==> src/rtl/simple_3.sv <==
// simple_3: registered 4-bit conditional inverter with an up/down accumulator.
// D=1 passes A and adds it to the accumulator. D=0 inverts A and subtracts it.
// Both outputs are registered, so each one reflects the inputs sampled at the
// previous rising edge. Arithmetic wraps modulo 16 with no carry or borrow.
module simple_3 (
    input  logic       clk,
    input  logic       rst,
    input  logic [3:0] A,
    input  logic       D,
    output logic [3:0] B,
    output logic [3:0] E
);

    logic [3:0] b_q, b_d;
    logic [3:0] e_q, e_d;

    // Next-state: conditional invert and add/subtract, both truncated to 4 bits
    always_comb begin
        b_d = A;
        e_d = e_q;
        if (D) begin
            b_d = A;
            e_d = e_q + A;
        end else begin
            b_d = ~A;
            e_d = e_q - A;
        end
    end

    // State registers; synchronous reset overrides every other input
    always_ff @(posedge clk) begin
        if (rst) begin
            b_q <= 4'h0;
            e_q <= 4'h0;
        end else begin
            b_q <= b_d;
            e_q <= e_d;
        end
    end

    assign B = b_q;
    assign E = e_q;

endmodule

==> config.mk <==
export PLATFORM = sky130hd
export DESIGN_NAME = simple_3
export DESIGN_NICKNAME = d
export VERILOG_FILES = /design/src/rtl/simple_3.sv
export SDC_FILE = /design/constraint.sdc
export NUM_CORES = 1
export LEC_CHECK = 0
export BUFFER_PORTS_ARGS = -buffer_cell sky130_fd_sc_hd__buf_2
export CAP_MARGIN = 20
export CORE_AREA = 2 2 39 41
export DETAILED_ROUTE_END_ITERATION = 10
export DIE_AREA = 0 0 41 43
export PLACE_DENSITY = 0.51
export SLEW_MARGIN = 10
export SYNTH_ARGS = -nofsm -noshare
export SYNTH_HDL_FRONTEND = slang
export SYNTH_SLANG_ARGS = --single-unit
==> constraint.sdc <==
create_clock -name clk -period 4 [get_ports clk]
set_input_delay 0.8 -clock clk [delete_from_list [all_inputs] [get_ports clk]]
set_output_delay 0.8 -clock clk [all_outputs]
set_load 0.05 [all_outputs]
* Word-level counts from Yosys, hierarchy flattened
Cells that the tools add are included. Widths: inputs -> output; s select.
Storage, ports and cells: register bits 8, input port bits 7, output and inout bits 8, word-level logic and storage cells 7
Cells by class: add/sub/neg operators 2, mux-type cells 2, bitwise gates (word level) 1
Operators by type and width (number):
- $mux 4 | 2
- $add 4x4->4 | 1
- $not 4->4 | 1
- $sub 4x4->4 | 1

* Longest topological paths before layout
Gate-level depths: netlist of run 1.
word-level depth 2, gate-level depth with buffers 8, depth with buffers taken out 8

* Worst setup path after synthesis of run 1
OpenSTA, ideal clock, no wires.
kind input to register, from input port A[0], to register e_q[3], in the netlist E[3], library setup time 64 ps, arrival 2223 ps, data required time 3936 ps, setup slack 1712 ps, stages on the path 8, buffers on the path 0, path through inv_1 ha_1 mux2_2 ha_1 a21o_1 a21oi_1 xnor3_1 nor2_1
On the way: cells in the longest elaborated chain, start to end 2, elaborated cells on any way between the ends 3, those cells by class add/sub: 2; mux: 1
Ends and longest elaborated chain:
- from (decl) | RTL line 8 | input logic [3:0] A,
- $sub 4x4->4 / $add 4x4->4 (equally long branches) | RTL line 26, 23
- $mux 4 (*) | RTL line 21 | if (D) begin
- to (signal assigned) | RTL line 34 | e_q <= 4'h0;
- to (signal assigned) | RTL line 37 | e_q <= e_d;
- to (decl) | RTL line 15 | logic [3:0] e_q, e_d;
Every way passes the cells marked *; elsewhere a longest branch is shown, timed or not. A chain may end at the register's enable or synchronous reset.

* Worst setup path in the final report of run 1
Ends and elaborated chain as after synthesis.

==> results of run 1 <==
-- power by group through the flow --
| stage | Combinational [W] | Sequential, W | Clock, W |
|---|---|---|---|
| floorplan | 0.0000561 | 0.000158 | 0 |
| global placement | 0.000134 | 0.000105 | 0 |
| detailed placement | 0.000134 | 0.000104 | 0 |
| CTS | 0.000135 | 0.000103 | 0.0000646 |
| global route | 0.000145 | 0.000105 | 0.0000680 |
| finish | 0.000132 | 0.000102 | 0.0000611 |
-- final timing paths --
kind                            slack [ps]               to  cells past startpoint       startpoint
worst max-delay path                  1750  E[3]$_SDFF_PP0_                      9             A[0]
worst min-delay path                   590  E[0]$_SDFF_PP0_                      2  E[0]$_SDFF_PP0_
worst max register to register        2680  E[3]$_SDFF_PP0_                      5  E[1]$_SDFF_PP0_
worst min register to register         590  E[0]$_SDFF_PP0_                      2  E[0]$_SDFF_PP0_
-- layer usage --
metal / vias up / wire (microns)
li1: 160 / -
met1: 122 / 257
met2: 11 / 311
met3: 2 / 49
met4: 0 / 14
met5: - / 0
-- kinds of logic (layout without fill, tap and decap cells) --
| logic type | count (synthesis) | after routing | synth area share [%] |
|---|---|---|---|
| flip-flops | 8 | 8 | 38.1 |
| buffers and inverters | 7 | 22 | 8.33 |
| adder cells (fa/ha/maj) | 5 | 5 | 16.7 |
| AND/OR/NAND/NOR | 11 | 11 | 11.3 |
| AO/OA/AOI/OAI | 2 | 2 | 2.98 |
| XOR/XNOR | 8 | 8 | 19.9 |
| multiplexers | 1 | 1 | 2.68 |
-- metrics by stage --
step	hold WS, ps	power [W]
after floorplan	865	0.000214
final	589	0.000296
after global placement	577	0.000238
after CTS	590	0.000302
after detailed placement	575	0.000238
after global routing	627	0.000318
-- flip-flops by register name, summed over array words and instances (netlist names) --
name and cells:
B 4, E 4
-- area by class of cell --
| class | instances | share of cell area [%] |
|---|---|---|
| multi-input combinational | 27 | 43.6 |
| sequential | 8 | 31.0 |
| timing repair buffer | 14 | 13.6 |
| clock buffer | 3 | 4.36 |
| tap | 16 | 3.87 |
| inverter | 5 | 3.63 |
-- cell usage in the layout (no fill, tap or decap), drive strengths merged --
| master | Yosys | layout |
|---|---|---|
| nor2 | 9 | 9 |
| a21oi | 1 | 1 |
| a21o | 1 | 1 |
| xor2 | 6 | 6 |
| nor2b | 1 | 1 |
| inv | 5 | 5 |
| dfxtp | 8 | 8 |
| nor3 | 1 | 1 |
| xnor3 | 1 | 1 |
| xnor2 | 1 | 1 |
| fa | 1 | 1 |
| ha | 4 | 4 |
| buf | 1 | 14 |
| mux2 | 1 | 1 |
| clkbuf | 1 | 3 |
-- worst max-delay path, stage by stage --
cell     delay [ps]
buf_2           120
inv_1            50
ha_1            270
mux2_2          280
ha_1            280
a21o_1          180
a21oi_1         160
xnor3_1         220
nor2_1           90
==> metrics.csv, run 1 <==
stage,metric,value,unit
synth,cell count after synthesis,42,
placed_design,Cells after DPL,70,
timing,final hold violation count,0,
die,Core ar.,0.00138,sq mm
setup_path,Worst Path Arrival,2440,ps
synth,Yosys top cell by area,dfxtp_1,
power_and_ir_drop,share of power burned in registers,34.6,%
power_and_ir_drop,Clk pwr share,20.6,%
power_and_ir_drop,Sw Pwr,0.000118,W
power_and_ir_drop,Int Power,0.000178,W
drt,via density per instance,4.04,
timing,Setup WS post-layout,1750,ps
synth,"Warnings, synthesis",0,
drt,Detail Route Antenna Nets,0,
power_and_ir_drop,Max VDD drop,190,uV
final_layout,fin area,517,sq um
synth,Mapped Area,420,sq um
placed_design,routability congestion estimate,0.695,
setup_path,CP Capture Type,register,
timing,Slew Limit Fails,0,
die,site row count,14,
cts,worst skew pair latency,250,ps
final_layout,diode count,0,
timing,"Period Utilization, post-route",56.2,%
die,Initial Utilization,30.4,%
cts,PostCTS Resize Cnt,0,
die,die height,43,microns
global_route,first-pass GRT wire length,1.05,mm
drt,Remaining DRCs,0,
timing,TNS Setup,0,ps
synth,Synth top cells by count,"8 x dfxtp_1, 8 x nor2_1, 6 x xor2_1",
synth,register area share after synthesis,38.1,%
setup_path,CP Max Fanout,4,
cts,CTS sink cnt,8,
placed_design,area post-placement,494,sq um
drt,WL/cell,8.67,microns
placed_design,HPWL Detailed,507,microns
final_layout,Fill cells,150,
timing,# setup viols final,0,
cts,cts hold-fix bufs,0,
flow_run,max cap viols,0,
final_layout,Post-Layout Cell Count,73,
power_and_ir_drop,sw frac,39.9,%
timing,Max Freq,445,MHz
timing,fin crit period,2250,ps
power_and_ir_drop,Gate power share,44.7,%
synth,Yosys cell types,17,
cts,Max Root-Sink Buffers,2,
timing,worst slew pin tran,229,ps
synth,top-area cell type share of the netlist area,38.1,%
placed_design,port bufs,14,
placed_design,dpl ws,1490,ps
power_and_ir_drop,Pwr Density,573,mW/mm^2
timing,Max-slew headroom,84.6,%
setup_path,Setup Crit Path Kind,in2reg,
final_layout,NumNets Final,71,
final_layout,utilization after layout,37.3,%
global_route,GR peak layer,met2,
min_path,worst min-delay path class,reg2reg,
timing,Setup Skew,1.03,ps
global_route,remaining global-route overflow,0,
global_route,largest net degree at the start of global routing,9,
global_route,vias in the first global route,278,
cts,H-Tree Depth,1,
cts,Clock transition at path regs,60,ps
die,I/O pins,15,
cts,TritonCTS clock tree,done,
die,chip width,41,microns
final_layout,area delta synth->final,22.9,%
synth,syn nets,54,
drt,DRT Wirelength,633,microns
global_route,met1 Use GR,10.3,%
global_route,grt met3 use,1.57,%
timing,RSZ-0062 raised after global routing,no,
final_layout,FF/Latch Area,160,sq um
die,die area,0.00176,sq mm
power_and_ir_drop,leak pwr,0.278,nW
synth,"Async S/R FF share, synth",0,%
final_layout,area of the multi-input gates,225,sq um
drt,via count,295,
setup_path,crit start category,input port,
synth,syn avg cell area,10.0,sq um
cts,clock tree root driver cell,clkbuf_4,
synth,Synth Register Bits,8,
global_route,initial antenna violation count,0,
final_layout,layout cell share with drive strength beyond 1,35.1,%
cts,clock buffer count from CTS,3,
outcome,outcome,finished clean,
global_route,gr usage total,9.05,%
cts,setup bufs post-CTS,0,
synth,synth top area cells,"dfxtp_1 38%, xor2_1 12%, ha_1 12%",
setup_path,"Req. time, crit path",4190,ps
drt,DRT iter0 DRCs,0,
synth,"EDFF count, synth",0,
drt,DR pass1 iterations,1,
synth,dominant synthesized flop cell,dfxtp_1,
global_route,GR Util met2,13.4,%
Note: power is estimated with default switching activity, not from simulation.
==> run 2, diff against run 1 <==
==> constraint.sdc (replaced) <==
create_clock -name clk -period 2.14 [get_ports clk]
set_input_delay 0.428 -clock clk [delete_from_list [all_inputs] [get_ports clk]]
set_output_delay 0.428 -clock clk [all_outputs]
set_load 0.05 [all_outputs]
==> metrics.csv, run 2 (synthesis results as in run 1) <==
stage,metric,value,unit,change
cts,CTS sink cnt,8,,unchanged
final_layout,NumNets Final,73,,was 71
setup_path,Worst Path Buf+Inv,2,,unchanged
placed_design,area post-placement,509,sq um,was 494 sq um
setup_path,r2r setup slk,820,ps,was 2680 ps
setup_path,crit start category,input port,,unchanged
final_layout,layout cell share with drive strength beyond 1,37.3,%,was 35.1%
global_route,remaining global-route overflow,0,,unchanged
final_layout,area delta synth->final,26.5,%,was 22.9%
final_layout,diode count,0,,unchanged
setup_path,Most Frequent Cell on Critical Path,ha_1,,unchanged
outcome,outcome,finished clean,,unchanged
timing,final hold violation count,0,,unchanged
cts,TritonCTS clock tree,done,,unchanged
drt,DRT Wirelength,665,microns,was 633 microns
min_path,worst min-delay path class,in2reg,,was reg2reg
global_route,first-pass GRT wire length,1.14,mm,was 1.05 mm
die,Initial Utilization,30.4,%,unchanged
power_and_ir_drop,Max VDD drop,312,uV,was 190 uV
setup_path,R2R Path End,E[3]$_SDFF_PP0_,,unchanged
final_layout,fin area,532,sq um,was 517 sq um
cts,worst skew pair latency,250,ps,about the same
setup_path,CP Max Fanout,4,,unchanged
timing,Max-slew headroom,83.4,%,was 84.6%
placed_design,port bufs,14,,unchanged
timing,RSZ-0062 raised after global routing,no,,unchanged
setup_path,Worst Path Arrival,2060,ps,was 2440 ps
drt,WL/cell,8.87,microns,was 8.67 microns
placed_design,HPWL Detailed,550,microns,was 507 microns
timing,"Period Utilization, post-route",87.3,%,
setup_path,cell family with most CP delay,adder cells,,unchanged
cts,Max Root-Sink Buffers,2,,unchanged
timing,fin crit period,1870,ps,
drt,DRT iter0 DRCs,0,,unchanged
die,die height,43,microns,unchanged
power_and_ir_drop,"Power, Total",0.000556,W,was 0.000296 W
timing,worst slew pin tran,251,ps,was 229 ps
global_route,met1 Use GR,10.7,%,was 10.3%
timing,Slew Limit Fails,0,,unchanged
min_path,hold path cells,3,,was 2
cts,clock buffer count from CTS,3,,unchanged
timing,# setup viols final,0,,unchanged
global_route,gr usage total,10.2,%,was 9.05%
timing,TNS Setup,0,ps,unchanged
cts,PostCTS Resize Cnt,0,,unchanged
global_route,largest net degree at the start of global routing,9,,unchanged
flow_run,max cap viols,0,,unchanged
final_layout,utilization after layout,38.4,%,was 37.3%
drt,Remaining DRCs,0,,unchanged
setup_path,slowest cell on the critical path,mux2_2,,unchanged
final_layout,"commonest non-fill, non-tap cell in the layout",buf_2,,unchanged
timing,Setup Skew,1.95,ps,was 1.03 ps
setup_path,Setup Crit Path Kind,in2reg,,unchanged
cts,setup bufs post-CTS,0,,unchanged
cts,Clock transition at path regs,50,ps,was 60 ps
cts,clock tree root driver cell,clkbuf_4,,unchanged
min_path,hold worst-path end,B[3]$_SDFF_PP0_,,was E[0]$_SDFF_PP0_
timing,Max Freq,535,MHz,
setup_path,Reg2Reg Depth,5,,unchanged
drt,via density per instance,4.21,,was 4.04
global_route,vias in the first global route,296,,was 278
global_route,GR peak layer,met2,,unchanged
final_layout,most frequent cells in the layout,"14 x buf_2, 8 x dfxtp_1, 8 x nor2_1",,unchanged
min_path,HP Start,A[3],,was E[0]$_SDFF_PP0_
drt,via count,316,,was 295
setup_path,origin of the critical flop-to-flop path,E[1]$_SDFF_PP0_,,unchanged
die,I/O pins,15,,unchanged
cts,H-Tree Depth,1,,unchanged
power_and_ir_drop,Pwr Density,1050,mW/mm^2,was 573 mW/mm^2
die,Core ar.,0.00138,sq mm,unchanged
cts,cts hold-fix bufs,0,,unchanged
drt,Detail Route Antenna Nets,0,,unchanged
drt,DR pass1 iterations,1,,unchanged
die,die area,0.00176,sq mm,unchanged
setup_path,CP Capture Type,register,,unchanged
final_layout,Post-Layout Cell Count,75,,was 73
placed_design,Cells after DPL,72,,was 70
power_and_ir_drop,leak pwr,0.287,nW,was 0.278 nW
setup_path,"Req. time, crit path",2330,ps,was 4190 ps
placed_design,routability congestion estimate,0.732,,was 0.695
global_route,initial antenna violation count,0,,unchanged
setup_path,Critical path origin,A[1],,was A[0]
final_layout,Fill cells,154,,was 150
die,site row count,14,,unchanged
setup_path,max incr delay on CP,290,ps,was 280 ps
global_route,grt met3 use,3.14,%,was 1.57%
setup_path,CP cell instances,buf_2 -> inv_1 -> ha_1 -> mux2_2 -> ha_1 -> a21o_1 -> a21oi_1 -> xnor3_1 -> nor2_1,,unchanged
global_route,GR Util met2,13.8,%,was 13.4%
die,chip width,41,microns,unchanged
==> run 2: cell types whose count changed in the layout (fill, tap and decap cells not counted) <==
| cell | delta |
|---|---|
| buf_4 | +2 |
==> run 2: final cells by class <==
class | instances | area (sq um) | share of cell area, %
sequential | 8 | 160 | 30.1
tap | 16 | 20.0 | 3.76
inverter | 5 | 18.8 | 3.53
timing repair buffer | 16 | 85.1 | 16.0
clock buffer | 3 | 22.5 | 4.24
multi-input combinational | 27 | 225 | 42.4
==> run 2: power breakdown <==
part	switching [W]	internal [W]	leakage [nW]
clock	0.0000482	0.0000640	0.0138
combinational	0.000158	0.0000936	0.207
sequential	0.0000145	0.000178	0.0667
total	0.000221	0.000335	0.287
==> run 2: worst max path at each step <==
stage	endpoint	slack, ps	depth (start not counted)
after floorplan	E[3]$_SDFF_PP0_	220	8
after global placement	E[3]$_SDFF_PP0_	40	9
after detailed placement	E[3]$_SDFF_PP0_	10	9
after CTS	E[3]$_SDFF_PP0_	270	9
after global routing	E[3]$_SDFF_PP0_	190	9
final	E[3]$_SDFF_PP0_	270	9
==> run 2: routing by layer <==
metal / part of all wire [%] / vias up
met3: 7.5 / 2
met2: 44 / 11
met5: 0 / -
li1: - / 165
met1: 46 / 138
met4: 2.6 / 0
==> run 2: metrics by stage <==
step           setup WS (ps)  hold slack, ps
2_1_floorplan            224             569
3_3_place_gp            39.3             561
3_5_place_dp            14.8             570
4_1_cts                  271             439
5_1_grt                  194             451
6_report                 271             445
==> run 2: worst reg2reg max path, stage by stage (launching register included) <==
cell and delay (ps):
dfxtp_1 320, ha_1 290, a21o_1 180, a21oi_1 160, xnor3_1 220, nor2_1 90
